--- src/rtl/elastic_read_ctrl.sv ---
// Read-side controller for the RX elastic buffer. Runs in read_clk only.
// Drives the memory read address and enable, tracks fill level against the
// synchronized write pointer, and performs SKP-based clock compensation by
// re-reading or skipping one SKP symbol after a COM.
module elastic_read_ctrl #(
    parameter int unsigned DATA_WIDTH   = 10,
    parameter int unsigned BUFFER_DEPTH = 16,
    parameter int unsigned ADDR         = $clog2(BUFFER_DEPTH),
    parameter int unsigned START_LEVEL  = BUFFER_DEPTH / 2,
    parameter int unsigned LOW_WM       = BUFFER_DEPTH / 2 - 2,
    parameter int unsigned HIGH_WM      = BUFFER_DEPTH / 2 + 2,
    parameter logic [DATA_WIDTH-1:0] COM_RDN = 10'b0011111010,
    parameter logic [DATA_WIDTH-1:0] COM_RDP = 10'b1100000101
) (
    input  logic                  read_clk,
    input  logic                  rst,
    input  logic [ADDR:0]         write_pointer_gray,
    input  logic [DATA_WIDTH-1:0] mem_data,
    output logic [ADDR-1:0]       read_pointer,
    output logic                  rd_en,
    output logic                  empty,
    output logic [ADDR:0]         read_pointer_gray,
    output logic                  data_valid,
    output logic [ADDR:0]         fill_level,
    output logic                  skp_added,
    output logic                  skp_removed,
    output logic                  underflow
);

    localparam logic [ADDR:0] StartLvl = (ADDR + 1)'(START_LEVEL);
    localparam logic [ADDR:0] LowWm    = (ADDR + 1)'(LOW_WM);
    localparam logic [ADDR:0] HighWm   = (ADDR + 1)'(HIGH_WM);

    typedef enum logic {StFill, StRun} state_e;

    state_e        state_q, state_d;
    logic [ADDR:0] rd_bin_q, rd_bin_d;
    logic [ADDR:0] rd_gray_q;
    logic          data_valid_q, data_valid_d;
    logic          skp_added_q, skp_added_d;
    logic          skp_removed_q, skp_removed_d;
    logic          underflow_q, underflow_d;
    logic [ADDR:0] write_bin;
    logic          com_seen;

    function automatic logic [ADDR:0] gray2bin(input logic [ADDR:0] g);
        logic [ADDR:0] b;
        b = g;
        for (int i = int'(ADDR) - 1; i >= 0; i--) begin
            b[i] = b[i+1] ^ g[i];
        end
        return b;
    endfunction

    // Pointer conversion, occupancy and COM detection at the memory output.
    always_comb begin
        write_bin  = gray2bin(write_pointer_gray);
        fill_level = write_bin - rd_bin_q;
        empty      = (fill_level == '0);
        com_seen   = data_valid_q && ((mem_data == COM_RDN) || (mem_data == COM_RDP));
    end

    // Next-state: fill gating, read enable and SKP add/remove pointer step.
    always_comb begin
        state_d       = state_q;
        rd_bin_d      = rd_bin_q;
        rd_en         = 1'b0;
        skp_added_d   = 1'b0;
        skp_removed_d = 1'b0;
        underflow_d   = 1'b0;
        unique case (state_q)
            StFill: begin
                if (fill_level >= StartLvl) begin
                    state_d = StRun;
                end
            end
            StRun: begin
                if (fill_level == '0) begin
                    underflow_d = 1'b1;
                end else begin
                    rd_en = 1'b1;
                    if (com_seen && (fill_level < LowWm)) begin
                        // Hold so the SKP now being read is emitted twice.
                        skp_added_d = 1'b1;
                    end else if (com_seen && (fill_level > HighWm)) begin
                        // Skip the second SKP of the ordered set.
                        rd_bin_d      = rd_bin_q + (ADDR + 1)'(2);
                        skp_removed_d = 1'b1;
                    end else begin
                        rd_bin_d = rd_bin_q + (ADDR + 1)'(1);
                    end
                end
            end
            default: state_d = StFill;
        endcase
        data_valid_d = rd_en;
    end

    // State and pointer registers with synchronous reset.
    always_ff @(posedge read_clk) begin
        if (rst) begin
            state_q       <= StFill;
            rd_bin_q      <= '0;
            rd_gray_q     <= '0;
            data_valid_q  <= 1'b0;
            skp_added_q   <= 1'b0;
            skp_removed_q <= 1'b0;
            underflow_q   <= 1'b0;
        end else begin
            state_q       <= state_d;
            rd_bin_q      <= rd_bin_d;
            rd_gray_q     <= rd_bin_d ^ (rd_bin_d >> 1);
            data_valid_q  <= data_valid_d;
            skp_added_q   <= skp_added_d;
            skp_removed_q <= skp_removed_d;
            underflow_q   <= underflow_d;
        end
    end

    assign read_pointer      = rd_bin_q[ADDR-1:0];
    assign read_pointer_gray = rd_gray_q;
    assign data_valid        = data_valid_q;
    assign skp_added         = skp_added_q;
    assign skp_removed       = skp_removed_q;
    assign underflow         = underflow_q;

endmodule

--- config.mk ---
export PLATFORM = sky130hd
export DESIGN_NAME = elastic_read_ctrl
export DESIGN_NICKNAME = d
export VERILOG_FILES = /design/src/rtl/elastic_read_ctrl.sv
export SDC_FILE = /design/constraint.sdc
export NUM_CORES = 1
export LEC_CHECK = 0
export CAP_MARGIN = 20
export CORE_MARGIN = 4
export CORE_UTILIZATION = 45
export CTS_CLUSTER_DIAMETER = 30
export DETAILED_ROUTE_END_ITERATION = 16
export PLACE_DENSITY_LB_ADDON = 0.15
export SYNTH_ARGS = -nofsm -noshare
export SYNTH_HDL_FRONTEND = slang
export SYNTH_SLANG_ARGS = --single-unit
--- constraint.sdc ---
create_clock -name read_clk -period 5 [get_ports read_clk]
set_input_delay 0.75 -clock read_clk [delete_from_list [all_inputs] [get_ports read_clk]]
set_output_delay 0.75 -clock read_clk [all_outputs]
set_load 0.02 [all_outputs]
==> run summary <==
Status: finished, final reports clean
Top cell type's share of synthesized area: 25.5%
CTS tree: yes
Maxcap violations: 0
Yosys warning count: 0
Max frequency: 0.213 GHz
Via-to-Cell Ratio: 5.48
HP Class: reg2reg
EDFF count, synth: 0
Crit path largest cell delay: 0.51 ns
# diodes: 0
TritonCTS buffer count: 3
Setup WS post-layout: 0.301 ns
Final Hold Fails: 0
Detailed Place HPWL: 2.13 mm
WL/cell: 14.2 um
Required time worst endpoint: 4.25 ns
CP Capture Type: output port
Final Skew: 0.00762 ns
Non-Filler Instances: 183
Starting density of the core: 48.2%
Iteration-0 DRC Markers: 17
Fraction of layout instances using a drive strength above 1: 21.3%
Final min period: 4.70 ns
Dominant cell type by area after synthesis: dfxtp_1
Mapped Avg Cell Area: 9.71 sq um
Routed vias: 1,002
Number of routed nets with antenna violations: 0
Count of pins over their slew limit: 0
Setup WS pre-CTS: -0.0679 ns
Final count of negative-setup-slack endpoints: 0
Most frequent cells in the layout: clkdlybuf4s50_1 (34), dfxtp_1 (14), nor2_1 (10)
Fin nets: 180
WP depth: 13
Seq/Total Area, Yosys: 25.5%
CP Max Fanout: 4
CP Class: in2out
Unique masters post-synth: 51
Crit-path cells: clkdlybuf4s50_1 -> xor2_1 -> xnor2_1 -> xor2_1 -> xor2_1 -> ha_1 -> fa_1 -> nand2b_1 -> a21oi_2 -> xnor2_2 -> or2_2 -> nor2_2 -> dlygate4sd2_1
Die X: 57.4 um
Worst skew pair latency: 0.29 ns
Vias in the first global route: 1,015
Buf/Inv on CP: 2
VDD IR-drop max: 0.379 mV
Number of I/O pins: 37
Slowest-stage cell, CP: clkdlybuf4s50_1
GRT overflow: 0
Drt first pass iters: 4
Commonest non-fill, non-tap cell in the layout: clkdlybuf4s50_1
Tightest Pin Transition: 0.426 ns
Postcts setup bufs: 0
PwrDens: 485 nW/um^2
Pin count of the biggest net entering global routing: 13
Final core utilization: 68.2%
Drt drc: 0
R2R depth: 10
CP dominant cell by count: xor2_1
Die Y: 57.4 um
Hold slack: 0.527 ns
Total core area: 2280 sq um
Hold Crit Depth: 2
Worst slew margin: 71.5%
First-pass GRT wire length: 4.54 mm
Post-synth ARST share: 0%
Clk root buf: clkbuf_4
Syn Std Cell Area: 1100 sq um
Total global-route track usage: 16.9%
P&R area growth vs syn: 41.4%
Fin crit share: 94.0%
Placer Congestion: 0.816
Initial antenna violation count: 0
Top post-synthesis cells by area: dfxtp_1 (26%), ha_1 (6.8%), xor2_1 (4.0%), nor2_1 (3.8%), inv_1 (3.1%)
Syn nets: 137
Hold_buf cts: 0
Register clock-pin slew on the reported worst setup and hold paths: 0.09 ns
Worst setup SP type: primary input
Yosys reg bits: 14
Die Area: 3290 sq um
Post-Syn Instances: 113
Pleak: 0.000593 uW
Placed insts: 179
H-tree levels: 1
WL final: 2.59 mm
Post-synth top flop: dfxtp_1
FF-to-FF setup slack: 2.01 ns
CP top delay family: buffers and inverters
RSZ-0062 raised after global routing: no
CTS sink count: 14
Deepest clock path buffer count: 2
CP arrival: 3.95 ns
Site Rows: 17
I/O Buffers: 36
worst min-delay path, stage by stage (launching register included):
cell,delay (ns)
dfxtp_1,0.34
nor2_1,0.11
nor2_1,0.04
registers in the layout, indices dropped and copies added (netlist names):
signal / count
rd_bin_q: 5
read_pointer_gray: 4
underflow: 1
state_q: 1
data_valid: 1
skp_removed: 1
skp_added: 1
kinds of logic (layout without fill, tap and decap cells):
kind of cell / after synthesis / count (layout) / synth area share, %
XOR/XNOR: 11 / 11 / 11.9
AND/OR/NAND/NOR: 44 / 44 / 26.2
buffers and inverters: 11 / 53 / 3.76
multiplexers: 1 / 1 / 1.37
flip-flops: 14 / 14 / 25.5
AO/OA/AOI/OAI: 25 / 25 / 22.6
adder cells (fa/ha/maj): 7 / 7 / 8.67
layer usage:
metal	wire, um	global-route usage [%]	vias up
met4	18	1.99	0
li1	-	-	494
met2	1260	30.5	39
met1	1120	20.2	464
met5	0	0	-
met3	194	5.20	5
cell usage after synthesis (2+ instances only):
cell       n
dfxtp_1   14
nor2_1    11
inv_1      9
ha_1       6
nor3_1     5
xor2_1     5
nor4_1     4
a21oi_1    3
a21oi_2    3
nand2b_1   3
nand3_1    3
xnor2_1    3
nor2_2     2
nor2b_1    2
nor4bb_1   2
o21a_1     2
o21ai_2    2
final cells by class:
type,count,area [sq um]
multi-input combinational,88,778
timing repair buffer,39,384
sequential,14,280
inverter,10,37.5
fill,197,724
tap,28,35.0
clock buffer,4,36.3
per-stage QoR:
step | power (uW) | setup TNS, ns | cell area [sq um]
final | 752 | 0 | 1550
after global routing | 815 | 0 | 1550
after CTS | 760 | 0 | 1550
after detailed placement | 675 | -0.0755 | 1510
after global placement | 664 | 0 | 1510
after floorplan | 503 | 0 | 1100
worst paths after layout:
path                              start                    to
setup / recovery  write_pointer_gray[4]                 empty
hold / removal                  state_q               state_q
setup reg to reg            rd_bin_q[0]  read_pointer_gray[3]
hold reg to reg                 state_q               state_q
repair_timing:
item                       CTS  global route
setup endpoints to repair    2             1
resized for setup            2             1
pin swaps                    0             1
power by group:
group          internal (uW)  switching, uW
logic                    228            287
clock network           44.4           37.8
registers                133           21.5
(Power assumes the default switching activity.)
